--- src/rtl/ttm4_pkg.sv ---
// ttm4_pkg: shared types for the TTM4 sequencer (opcodes, FSM states, decoded control word).
// Latency: n/a (types and constants only).
// Backpressure: n/a.
package ttm4_pkg;

  typedef enum logic [3:0] {
    OP_ADD_AI = 4'h0,
    OP_ADD_BI = 4'h1,
    OP_ADD_AB = 4'h2,
    OP_AND_AI = 4'h3,
    OP_OR_AI  = 4'h4,
    OP_XOR_AI = 4'h5,
    OP_AND_AB = 4'h6,
    OP_JZ     = 4'h7,
    OP_MOV_AI = 4'h8,
    OP_MOV_BI = 4'h9,
    OP_MOV_AB = 4'hA,
    OP_MOV_BA = 4'hB,
    OP_IN_A   = 4'hC,
    OP_OUT_A  = 4'hD,
    OP_JNC    = 4'hE,
    OP_JMP    = 4'hF
  } opcode_e;

  typedef enum logic [1:0] {
    ST_FETCH   = 2'd0,
    ST_DECODE  = 2'd1,
    ST_EXECUTE = 2'd2
  } state_e;

  // Destination register; also the register presented on X for ALU ops.
  typedef enum logic {
    DST_A = 1'b0,
    DST_B = 1'b1
  } dst_sel_e;

  typedef enum logic {
    YS_IMM = 1'b0,
    YS_B   = 1'b1
  } ysel_e;

  // Source of the value written into the destination register.
  typedef enum logic [2:0] {
    WS_ALU = 3'd0,
    WS_IMM = 3'd1,
    WS_A   = 3'd2,
    WS_B   = 3'd3,
    WS_IN  = 3'd4
  } wsrc_e;

  typedef enum logic [1:0] {
    JK_NONE   = 2'd0,
    JK_Z      = 2'd1,
    JK_NC     = 2'd2,
    JK_ALWAYS = 2'd3
  } jump_e;

  // ALU unit one-hot, bit order {FA, AND, OR, XOR}.
  localparam logic [3:0] UNIT_FA  = 4'b1000;
  localparam logic [3:0] UNIT_AND = 4'b0100;
  localparam logic [3:0] UNIT_OR  = 4'b0010;
  localparam logic [3:0] UNIT_XOR = 4'b0001;

  typedef struct packed {
    dst_sel_e   dst;
    ysel_e      ysel;
    logic [3:0] unit;
    wsrc_e      wsrc;
    logic       reg_wr;
    logic       out_wr;
    jump_e      jump;
  } ctrl_t;

endpackage

--- src/rtl/ttm4_decoder.sv ---
// ttm4_decoder: maps the IR opcode to the sequencer control word.
// Latency: purely combinational.
// Backpressure: none.
//
// Ports:
//   i_opcode  IR[7:4]
//   o_ctrl    decoded control word (all-zero fields mean "no action")
module ttm4_decoder
  import ttm4_pkg::*;
(
  input  logic [3:0] i_opcode,
  output ctrl_t      o_ctrl
);

  always_comb begin
    o_ctrl = '0;
    case (opcode_e'(i_opcode))
      OP_ADD_AI: begin o_ctrl.unit = UNIT_FA;  o_ctrl.reg_wr = 1'b1; end
      OP_ADD_BI: begin o_ctrl.unit = UNIT_FA;  o_ctrl.reg_wr = 1'b1; o_ctrl.dst = DST_B; end
      OP_ADD_AB: begin o_ctrl.unit = UNIT_FA;  o_ctrl.reg_wr = 1'b1; o_ctrl.ysel = YS_B; end
      OP_AND_AI: begin o_ctrl.unit = UNIT_AND; o_ctrl.reg_wr = 1'b1; end
      OP_OR_AI:  begin o_ctrl.unit = UNIT_OR;  o_ctrl.reg_wr = 1'b1; end
      OP_XOR_AI: begin o_ctrl.unit = UNIT_XOR; o_ctrl.reg_wr = 1'b1; end
      OP_AND_AB: begin o_ctrl.unit = UNIT_AND; o_ctrl.reg_wr = 1'b1; o_ctrl.ysel = YS_B; end
      OP_JZ:     o_ctrl.jump = JK_Z;
      OP_MOV_AI: begin o_ctrl.wsrc = WS_IMM; o_ctrl.reg_wr = 1'b1; end
      OP_MOV_BI: begin o_ctrl.wsrc = WS_IMM; o_ctrl.reg_wr = 1'b1; o_ctrl.dst = DST_B; end
      OP_MOV_AB: begin o_ctrl.wsrc = WS_B;   o_ctrl.reg_wr = 1'b1; end
      OP_MOV_BA: begin o_ctrl.wsrc = WS_A;   o_ctrl.reg_wr = 1'b1; o_ctrl.dst = DST_B; end
      OP_IN_A:   begin o_ctrl.wsrc = WS_IN;  o_ctrl.reg_wr = 1'b1; end
      OP_OUT_A:  o_ctrl.out_wr = 1'b1;
      OP_JNC:    o_ctrl.jump = JK_NC;
      OP_JMP:    o_ctrl.jump = JK_ALWAYS;
      default:   o_ctrl = '0;
    endcase
  end

endmodule

--- src/rtl/ttm4_sequencer.sv ---
// ttm4_sequencer: TTM4 fetch/decode/execute sequencer feeding the ALU and writing back its result.
// Latency: 3 cycles per instruction (FETCH, DECODE, EXECUTE); all updates on EXECUTE's closing edge.
// Backpressure: none; with TTM4_SEQ_SINGLE_STEP_EN defined, FETCH holds until STEP is sampled high.
//
// Ports:
//   CLK, RST          clock; asynchronous active-high reset
//   ROM_ADDR/ROM_DATA program ROM address (= PC) and instruction (valid one cycle later)
//   X, Y              ALU operands, zero unless an ALU op is executing
//   nFA_EN..nXOR_EN   active-low ALU unit enables, low only in EXECUTE of an ALU op
//   STOREDATA         ALU result, sampled only on ALU-op EXECUTE edges
//   Z_FLAG, C_FLAG    ALU flag register outputs, used by JZ/JNC
//   IN_PORT/OUT_PORT  input port (sampled by IN A), registered output port (loaded by OUT A)
//   STEP              single-step advance, only when TTM4_SEQ_SINGLE_STEP_EN is defined
module ttm4_sequencer
  import ttm4_pkg::*;
#(
  parameter logic [3:0] RESET_PC = 4'h0
) (
  input  logic       CLK,
  input  logic       RST,
  output logic [3:0] ROM_ADDR,
  input  logic [7:0] ROM_DATA,
  output logic [3:0] X,
  output logic [3:0] Y,
  output logic       nFA_EN,
  output logic       nAND_EN,
  output logic       nOR_EN,
  output logic       nXOR_EN,
  input  logic [3:0] STOREDATA,
  input  logic       Z_FLAG,
  input  logic       C_FLAG,
  input  logic [3:0] IN_PORT,
  output logic [3:0] OUT_PORT
`ifdef TTM4_SEQ_SINGLE_STEP_EN
  ,
  input  logic       STEP
`endif
);

  state_e     r_state;
  state_e     w_state_nxt;
  logic [3:0] r_pc;
  logic [7:0] r_ir;
  logic [3:0] r_a;
  logic [3:0] r_b;
  logic [3:0] r_out;

  ctrl_t      w_ctrl;
  logic       w_exec;
  logic       w_alu_op;
  logic       w_step_ok;
  logic       w_take;
  logic [3:0] w_imm;
  logic [3:0] w_dst_val;
  logic [3:0] w_y_val;
  logic [3:0] w_wdata;
  logic [3:0] w_pc_nxt;

`ifdef TTM4_SEQ_SINGLE_STEP_EN
  assign w_step_ok = STEP;
`else
  assign w_step_ok = 1'b1;
`endif

  ttm4_decoder u_dec (
    .i_opcode (r_ir[7:4]),
    .o_ctrl   (w_ctrl)
  );

  assign w_imm = r_ir[3:0];

  // FSM state register
  always_ff @(posedge CLK or posedge RST) begin
    if (RST) r_state <= ST_FETCH;
    else     r_state <= w_state_nxt;
  end

  // FSM next state; w_exec marks the cycle whose closing edge commits the instruction
  always_comb begin
    w_state_nxt = r_state;
    w_exec      = 1'b0;
    case (r_state)
      ST_FETCH:   if (w_step_ok) w_state_nxt = ST_DECODE;
      ST_DECODE:  w_state_nxt = ST_EXECUTE;
      ST_EXECUTE: begin
        w_state_nxt = ST_FETCH;
        w_exec      = 1'b1;
      end
      default:    w_state_nxt = ST_FETCH;
    endcase
  end

  // ALU-facing outputs are qualified by EXECUTE so a reset mid-instruction
  // releases the enables and operands immediately.
  assign w_alu_op  = w_exec && (w_ctrl.unit != 4'b0000);
  assign w_dst_val = (w_ctrl.dst == DST_B) ? r_b : r_a;
  assign w_y_val   = (w_ctrl.ysel == YS_B) ? r_b : w_imm;

  assign X        = w_alu_op ? w_dst_val : 4'h0;
  assign Y        = w_alu_op ? w_y_val   : 4'h0;
  assign nFA_EN   = ~(w_exec & w_ctrl.unit[3]);
  assign nAND_EN  = ~(w_exec & w_ctrl.unit[2]);
  assign nOR_EN   = ~(w_exec & w_ctrl.unit[1]);
  assign nXOR_EN  = ~(w_exec & w_ctrl.unit[0]);
  assign ROM_ADDR = r_pc;
  assign OUT_PORT = r_out;

  // STOREDATA is only selected for ALU ops; MOV/IN/OUT move data internally.
  always_comb begin
    w_wdata = STOREDATA;
    case (w_ctrl.wsrc)
      WS_ALU:  w_wdata = STOREDATA;
      WS_IMM:  w_wdata = w_imm;
      WS_A:    w_wdata = r_a;
      WS_B:    w_wdata = r_b;
      WS_IN:   w_wdata = IN_PORT;
      default: w_wdata = STOREDATA;
    endcase
  end

  always_comb begin
    w_take = 1'b0;
    case (w_ctrl.jump)
      JK_NONE:   w_take = 1'b0;
      JK_Z:      w_take = Z_FLAG;
      JK_NC:     w_take = ~C_FLAG;
      JK_ALWAYS: w_take = 1'b1;
      default:   w_take = 1'b0;
    endcase
  end

  // 4-bit add wraps F -> 0 naturally.
  assign w_pc_nxt = w_take ? w_imm : (r_pc + 4'd1);

  always_ff @(posedge CLK or posedge RST) begin
    if (RST) begin
      r_pc  <= RESET_PC;
      r_ir  <= 8'h00;
      r_a   <= 4'h0;
      r_b   <= 4'h0;
      r_out <= 4'h0;
    end else begin
      // ROM data for the address presented in FETCH is valid during DECODE.
      if (r_state == ST_DECODE) r_ir <= ROM_DATA;
      if (w_exec) begin
        r_pc <= w_pc_nxt;
        if (w_ctrl.reg_wr && (w_ctrl.dst == DST_A)) r_a <= w_wdata;
        if (w_ctrl.reg_wr && (w_ctrl.dst == DST_B)) r_b <= w_wdata;
        if (w_ctrl.out_wr) r_out <= r_a;
      end
    end
  end

endmodule

--- config.mk ---
export PLATFORM = sky130hd
export DESIGN_NAME = ttm4_sequencer
export DESIGN_NICKNAME = d
export VERILOG_FILES = /design/src/rtl/ttm4_pkg.sv /design/src/rtl/ttm4_decoder.sv /design/src/rtl/ttm4_sequencer.sv
export SDC_FILE = /design/constraint.sdc
export NUM_CORES = 1
export LEC_CHECK = 0
export CAP_MARGIN = 30
export CELL_PAD_IN_SITES_DETAIL_PLACEMENT = 2
export CELL_PAD_IN_SITES_GLOBAL_PLACEMENT = 2
export CORE_MARGIN = 2
export CORE_UTILIZATION = 27
export DETAILED_ROUTE_END_ITERATION = 6
export PLACE_DENSITY_LB_ADDON = 0.1
export SYNTH_ARGS = -nofsm -noshare
export SYNTH_HDL_FRONTEND = slang
export SYNTH_SLANG_ARGS = --single-unit
--- constraint.sdc ---
create_clock -name CLK -period 1.4 [get_ports CLK]
set_input_delay 0.21 -clock CLK [delete_from_list [all_inputs] [get_ports CLK]]
set_output_delay 0.21 -clock CLK [all_outputs]
set_load 0.05 [all_outputs]
==> Word level (Yosys, flattened, before mapping) <==
Index checks and enable logic that the tools add are counted.
{ "classes": {"n_addsub": 1, "n_eq_ne": 24, "muxes": 16, "bitwise_logic": 10, "n_reduce_logical": 16} }
{ "op_table": {"columns": ["cell", "count"], "rows": [
  ["== test 4 bit, second input constant", 8],
  ["case mux 4 bit (4 select lines)", 2],
  ["2-to-1 mux 4 bit", 5],
  ["== test 4 x 3 -> 1 bit, second input constant", 4],
  ["case mux 3 bit (4 select lines)", 1],
  ["OR reduction 12 bit", 1],
  ["== test 4 x 2 -> 1 bit, second input constant", 2],
  ["== test 2 bit, second input constant", 3],
  ["== test 3 x 2 -> 1 bit, second input constant", 2],
  ["inverter 1 bit", 6],
  ["case mux 2 bit (3 select lines)", 1],
  ["AND reduction 2 bit", 3],
  ["OR reduction 2 bit", 3],
  ["OR reduction 3 bit", 2],
  ["2-to-1 mux 1 bit", 5],
  ["adder 4 x 1 -> 4 bit, second input constant", 1],
  ["AND 1 bit", 4],
  ["== test 2 x 1 -> 1 bit, second input constant", 2],
  ["== test 4 x 1 -> 1 bit, second input constant", 1],
  ["logical NOT 2 bit", 2],
  ["logical NOT 4 bit", 1],
  ["case mux 1 bit (4 select lines)", 1],
  ["case mux 2 bit (2 select lines)", 1],
  ["nonzero test 4 bit", 1],
  ["3 further kinds", 5]
]} }
{ "totals": {"reg_bits": 26, "in_bits": 20, "wordCells": 73} }

==> Depth between registers and ports, before layout <==
{ "depth": {"word_depth": 6, "mapped_depth": 6, "depth_no_buf": 4} }

==> Cells and area by module <==
Synthesis repeated with hierarchy kept, for this count alone.
{ "unflattened": {"cells_unflattened": 167, "area_unflattened_um2": 1596.5} }
{ "by_module_without_submodules": {"columns": ["mod", "instances", "cells_per_inst", "area_each_um2", "seq_area_each_um2"], "rows": [
  ["ttm4_sequencer", 1, 146, 1482.7, 650.6],
  ["ttm4_decoder", 1, 21, 113.9, 0.0]
]} }

==> Least setup slack after synthesis <==
Ideal clock, no wire load.
{ "synth_path": {"path_kind": "register -> output", "startpoint": "register r_ir[4]", "endpoint": "output port Y[1]", "arrival_time_ns": 1.676, "required_time_ns": 1.190, "setup_slack_ns": -0.486, "path_stages_with_launch": 6, "cell_sequence": "dfrtp_1 > buf_4 > buf_2 > nor2_1 > nand2_1 > a21oi_1"} }
{ "synth_via": {"elab_chain_cells": 6} }
{ "synth_rtl": {"columns": ["item", "line", "text"], "rows": [
  ["start: declaration", "ttm4_sequencer.sv:43", "logic [7:0] r_ir;"],
  ["start signal: assignment", "ttm4_sequencer.sv:138", "r_ir <= 8'h00;"],
  ["start signal: assignment", "ttm4_sequencer.sv:144", "if (r_state == ST_DECODE) r_ir <= ROM_DATA;"],
  ["== test 4 x 1 -> 1 bit (tied with other cells)", "ttm4_decoder.sv:17", "case (opcode_e'(i_opcode))"],
  ["OR reduction 3 bit (no line) or OR reduction 2 bit (tied branches)", null, null],
  ["case mux 4 bit (4 select lines)", "ttm4_decoder.sv:17", null],
  ["nonzero test 4 bit", "ttm4_sequencer.sv:95", "assign w_alu_op = w_exec && (w_ctrl.unit != 4'b0000);"],
  ["logical AND 1 bit", "ttm4_sequencer.sv:95", null],
  ["2-to-1 mux 4 bit *", "ttm4_sequencer.sv:100", "assign Y = w_alu_op ? w_y_val : 4'h0;"],
  ["end: declaration", "ttm4_sequencer.sv:24", "output logic [3:0] Y,"]
]} }
Mark *: on every way between the ends. The rest lies on a longest branch, timed or not.

==> Worst setup path after layout <==
{ "layout_path": {"startpoint": "register r_ir[7]", "endpoint": "output port X[0]"} }
{ "layout_via": {"elab_chain_cells": 6} }
{ "layout_rtl": {"columns": ["item", "line", "text"], "rows": [
  ["== test 4 x 1 -> 1 bit (tied with other cells)", "ttm4_decoder.sv:17", null],
  ["OR reduction 3 bit (no line) or OR reduction 2 bit (tied branches)", null, null],
  ["case mux 4 bit (4 select lines)", "ttm4_decoder.sv:17", null],
  ["nonzero test 4 bit", "ttm4_sequencer.sv:95", null],
  ["logical AND 1 bit", "ttm4_sequencer.sv:95", null],
  ["2-to-1 mux 4 bit *", "ttm4_sequencer.sv:99", "assign X = w_alu_op ? w_dst_val : 4'h0;"],
  ["end: declaration", "ttm4_sequencer.sv:23", "output logic [3:0] X,"]
]} }
Marked as above.

==> impl_metrics.yaml <==
run_status:
  status: "finished with violations"
  violations: "setup timing"
pwr:
  seq_power_share_pct: 37.4
  p_per_area_nw_per_um2: 973
  p_clk_share_pct: 17.2
  switchingPower_w: 0.00120
  irDropWorstVdd_uv: 678
  combinationalPowerShare_pct: 45.4
  intPower_w: 0.00180
  switching_share_pct: 40.0
  fin_total_pwr_w: 0.00300
  p_leak_nw: 1.23
sta:
  finalMaxSlewViolations: 0
  max-slew-margin-rel_pct: 72.7
  rsz0062_at_grt: "yes"
  layout_setup_ws_ps: -516
  setup_viol: 28
  period_minus_slack_ps: 1920
  finClkSkew_ps: 7.80
  worst_pin_slew_ps: 410
  fmax_ghz: 0.522
  finalCritPeriodShare_pct: 137
  hold_viol: 0
grt:
  grt_max_degree: 27
  grt_antenna_before_repair: 0
  overflow: 0
  first_global_vias: 1845
  track_usage_pct: 23.1
  grt_pass1_wl_um: 11000
setup_path:
  cp.arrival_ps: 1710
  worstPathCellList: "nand2b_4 -> nand3b_1 -> buf_6 -> mux2i_4 -> nor2_4 -> buf_8"
  crit_type: "register to output pin"
  critPathSlowestCell: "dfrtp_1"
  path_max_fanout: 4
  max_stage_delay_ps: 430
  end_kind: "output pin"
  crit_required_ps: 1190
  cp-start-kind: "register"
placement:
  dpl.hpwl_um: 4240
  placed_area_sq_um: 2450
  place.gp.congestion: 0.784
  numPortBuffers: 39
  preCtsSetupSlack_ps: -219
synth:
  synth_seq_cells: 26
  netlist_instances: 165
  async_flop_share_pct: 100
  yosys_warnings: 0
  yosysSeqAreaShare_pct: 40.4
  synth-edff-count: 0
  synth_area_sq_um: 1610
  syn_avg_cell_area_sq_um: 9.77
  synth.distinct_cells: 39
  syn-num-nets: 186
  synth_ff_type: "dfrtp_1"
finish:
  area.growth.synth_to_final_pct: 91.2
  fin_area_sq_um: 3080
  final_core_util_pct: 52.7
  final_nets: 267
  n_antenna_cell: 0
  drive_above_1_share_pct: 60.4
drt:
  wl_per_cell_um: 25.4
  drc_errors: 0
  ant_nets: 0
  firstDrtPassIters: 4
  routed_wl_um: 8130
  drt-initial-drc-count: 83
  via_per_inst: 5.30
  vias: 1696
floorplan:
  ios: 40
  coreArea_sq_um: 5850
  fp-row-count: 28
  die-area_sq_um: 6600
  die_h_um: 81.3
  fp.dieW_um: 81.3
  start_util_pct: 27.5
cts:
  clock_latency_ps: 280
  cts_hold_buf: 0
  cts.sinks: 26
  htree_levels: 1
  path_clk_slew_ps: 100
  cts_buffers: 3
  clock_path_buffers: 2
  clockRootBuffer: "clkbuf_8"
  tritoncts: "done"
min_path:
  min_path_type: "input pin to async pin"
flow_run:
  max_cap_viol_count: 0
[sequential cells by signal, summed over array words and instances (netlist names)]
register,flops
r_ir,8
OUT_PORT,4
ROM_ADDR,4
r_a,4
r_b,4
r_state,2
[cell usage after synthesis, types with 2 or more instances]
library cell,n,area (sq um)
buf_6,2,22.5
o21ai_0,9,45.0
nor2_1,16,60.1
inv_1,7,26.3
nand2_1,18,67.6
mux2_2,12,135
nand2b_1,7,43.8
clkbuf_1,2,7.51
nand3b_1,5,37.5
a2111oi_4,2,55.1
a22oi_1,2,15.0
mux2i_1,7,70.1
buf_4,3,22.5
and2_1,2,12.5
dfrtp_1,26,651
buf_2,3,15.0
o31ai_1,8,60.1
a21oi_1,12,60.1
o21ai_2,2,17.5
[placed cells by master, fill, tap and decap left out, drive strengths merged, types with 2 or more instances in the layout]
master	n
a2111oi	3
a21oi	13
a22oi	2
and2	2
buf	67
clkbuf	4
clkdlybuf4s50	19
dfrtp	26
inv	7
mux2	12
mux2i	7
nand2	19
nand2b	7
nand3b	5
nor2	17
o21ai	11
o31ai	8
[per-stage QoR]
stage | setup TNS, ps | hold slack, ps | std cells
6_report | -9060 | 289 | 320
5_1_grt | -10540 | 339 | 320
4_1_cts | -6250 | 306 | 316
3_5_place_dp | -3740 | 482 | 296
3_3_place_gp | -2720 | 446 | 296
2_1_floorplan | -903 | 250 | 165
[area by class of cell]
cell class / count / area [sq um]
Clock buffer: 4 / 55.1
Sequential cell: 26 / 654
Timing Repair Buffer: 86 / 975
Multi-Input combinational cell: 122 / 1280
Fill cell: 555 / 2770
Tap cell: 75 / 93.8
Inverter: 7 / 26.3
[per-layer routing]
layer / up-vias / track usage [%] / wire length (um)
met5: - / 0 / 0
met4: 0 / 5.25 / 238
met3: 21 / 3.00 / 317
met2: 55 / 42.9 / 4390
met1: 869 / 28.1 / 3190
li1: 751 / - / -
[timing repair]
item                       CTS  global route
pin swaps                   19            13
setup endpoints to repair   28            36
buffers inserted            16             5
gates cloned                 1             0
gates resized for setup     71            31
[critical path, delay by kind of cell, from the launching register on]
kind                   cells  cell delay [ps]
AND/OR/NAND/NOR            3              370
flip-flops                 1              430
buffers and inverters      2              330
multiplexers               1              280
[final timing paths]
check                                   startpoint                       to  slack, ps  cells after the start
max                            r_ir[7]$_DFFE_PP0N_                     X[0]       -520                      6
min                                            RST     r_state[0]$_DFF_PP0_        290                      3
max reg2reg                    r_ir[5]$_DFFE_PP0N_       r_b[0]$_DFFE_PP0P_       -280                      5
min reg2reg                OUT_PORT[1]$_DFFE_PP0P_  OUT_PORT[1]$_DFFE_PP0P_        610                      1
max in group asynchronous                      RST      r_ir[5]$_DFFE_PP0N_        830                      3
min in group CLK                       ROM_DATA[1]      r_ir[1]$_DFFE_PP0N_        530                      2
[cell families after synthesis]
family / count (synthesis) / share of synthesized area [%]
adders and majority gates: 1 / 0.776
muxes: 19 / 12.7
and+or+nand+nor: 58 / 18.5
DFF: 26 / 40.4
buffers and inverters: 17 / 5.82
AOI/OAI and AO/OA: 44 / 21.8
[power groups by stage]
stage	Combinational (W)	Clock [W]	Sequential, W
2_1_floorplan	0.000332	0	0.00125
3_3_place_gp	0.00106	0	0.00107
3_5_place_dp	0.00111	0	0.00109
4_1_cts	0.00125	0.000518	0.00110
5_1_grt	0.00142	0.000555	0.00114
6_report	0.00136	0.000515	0.00112
No activity file was read; power rests on OpenSTA's default activity.
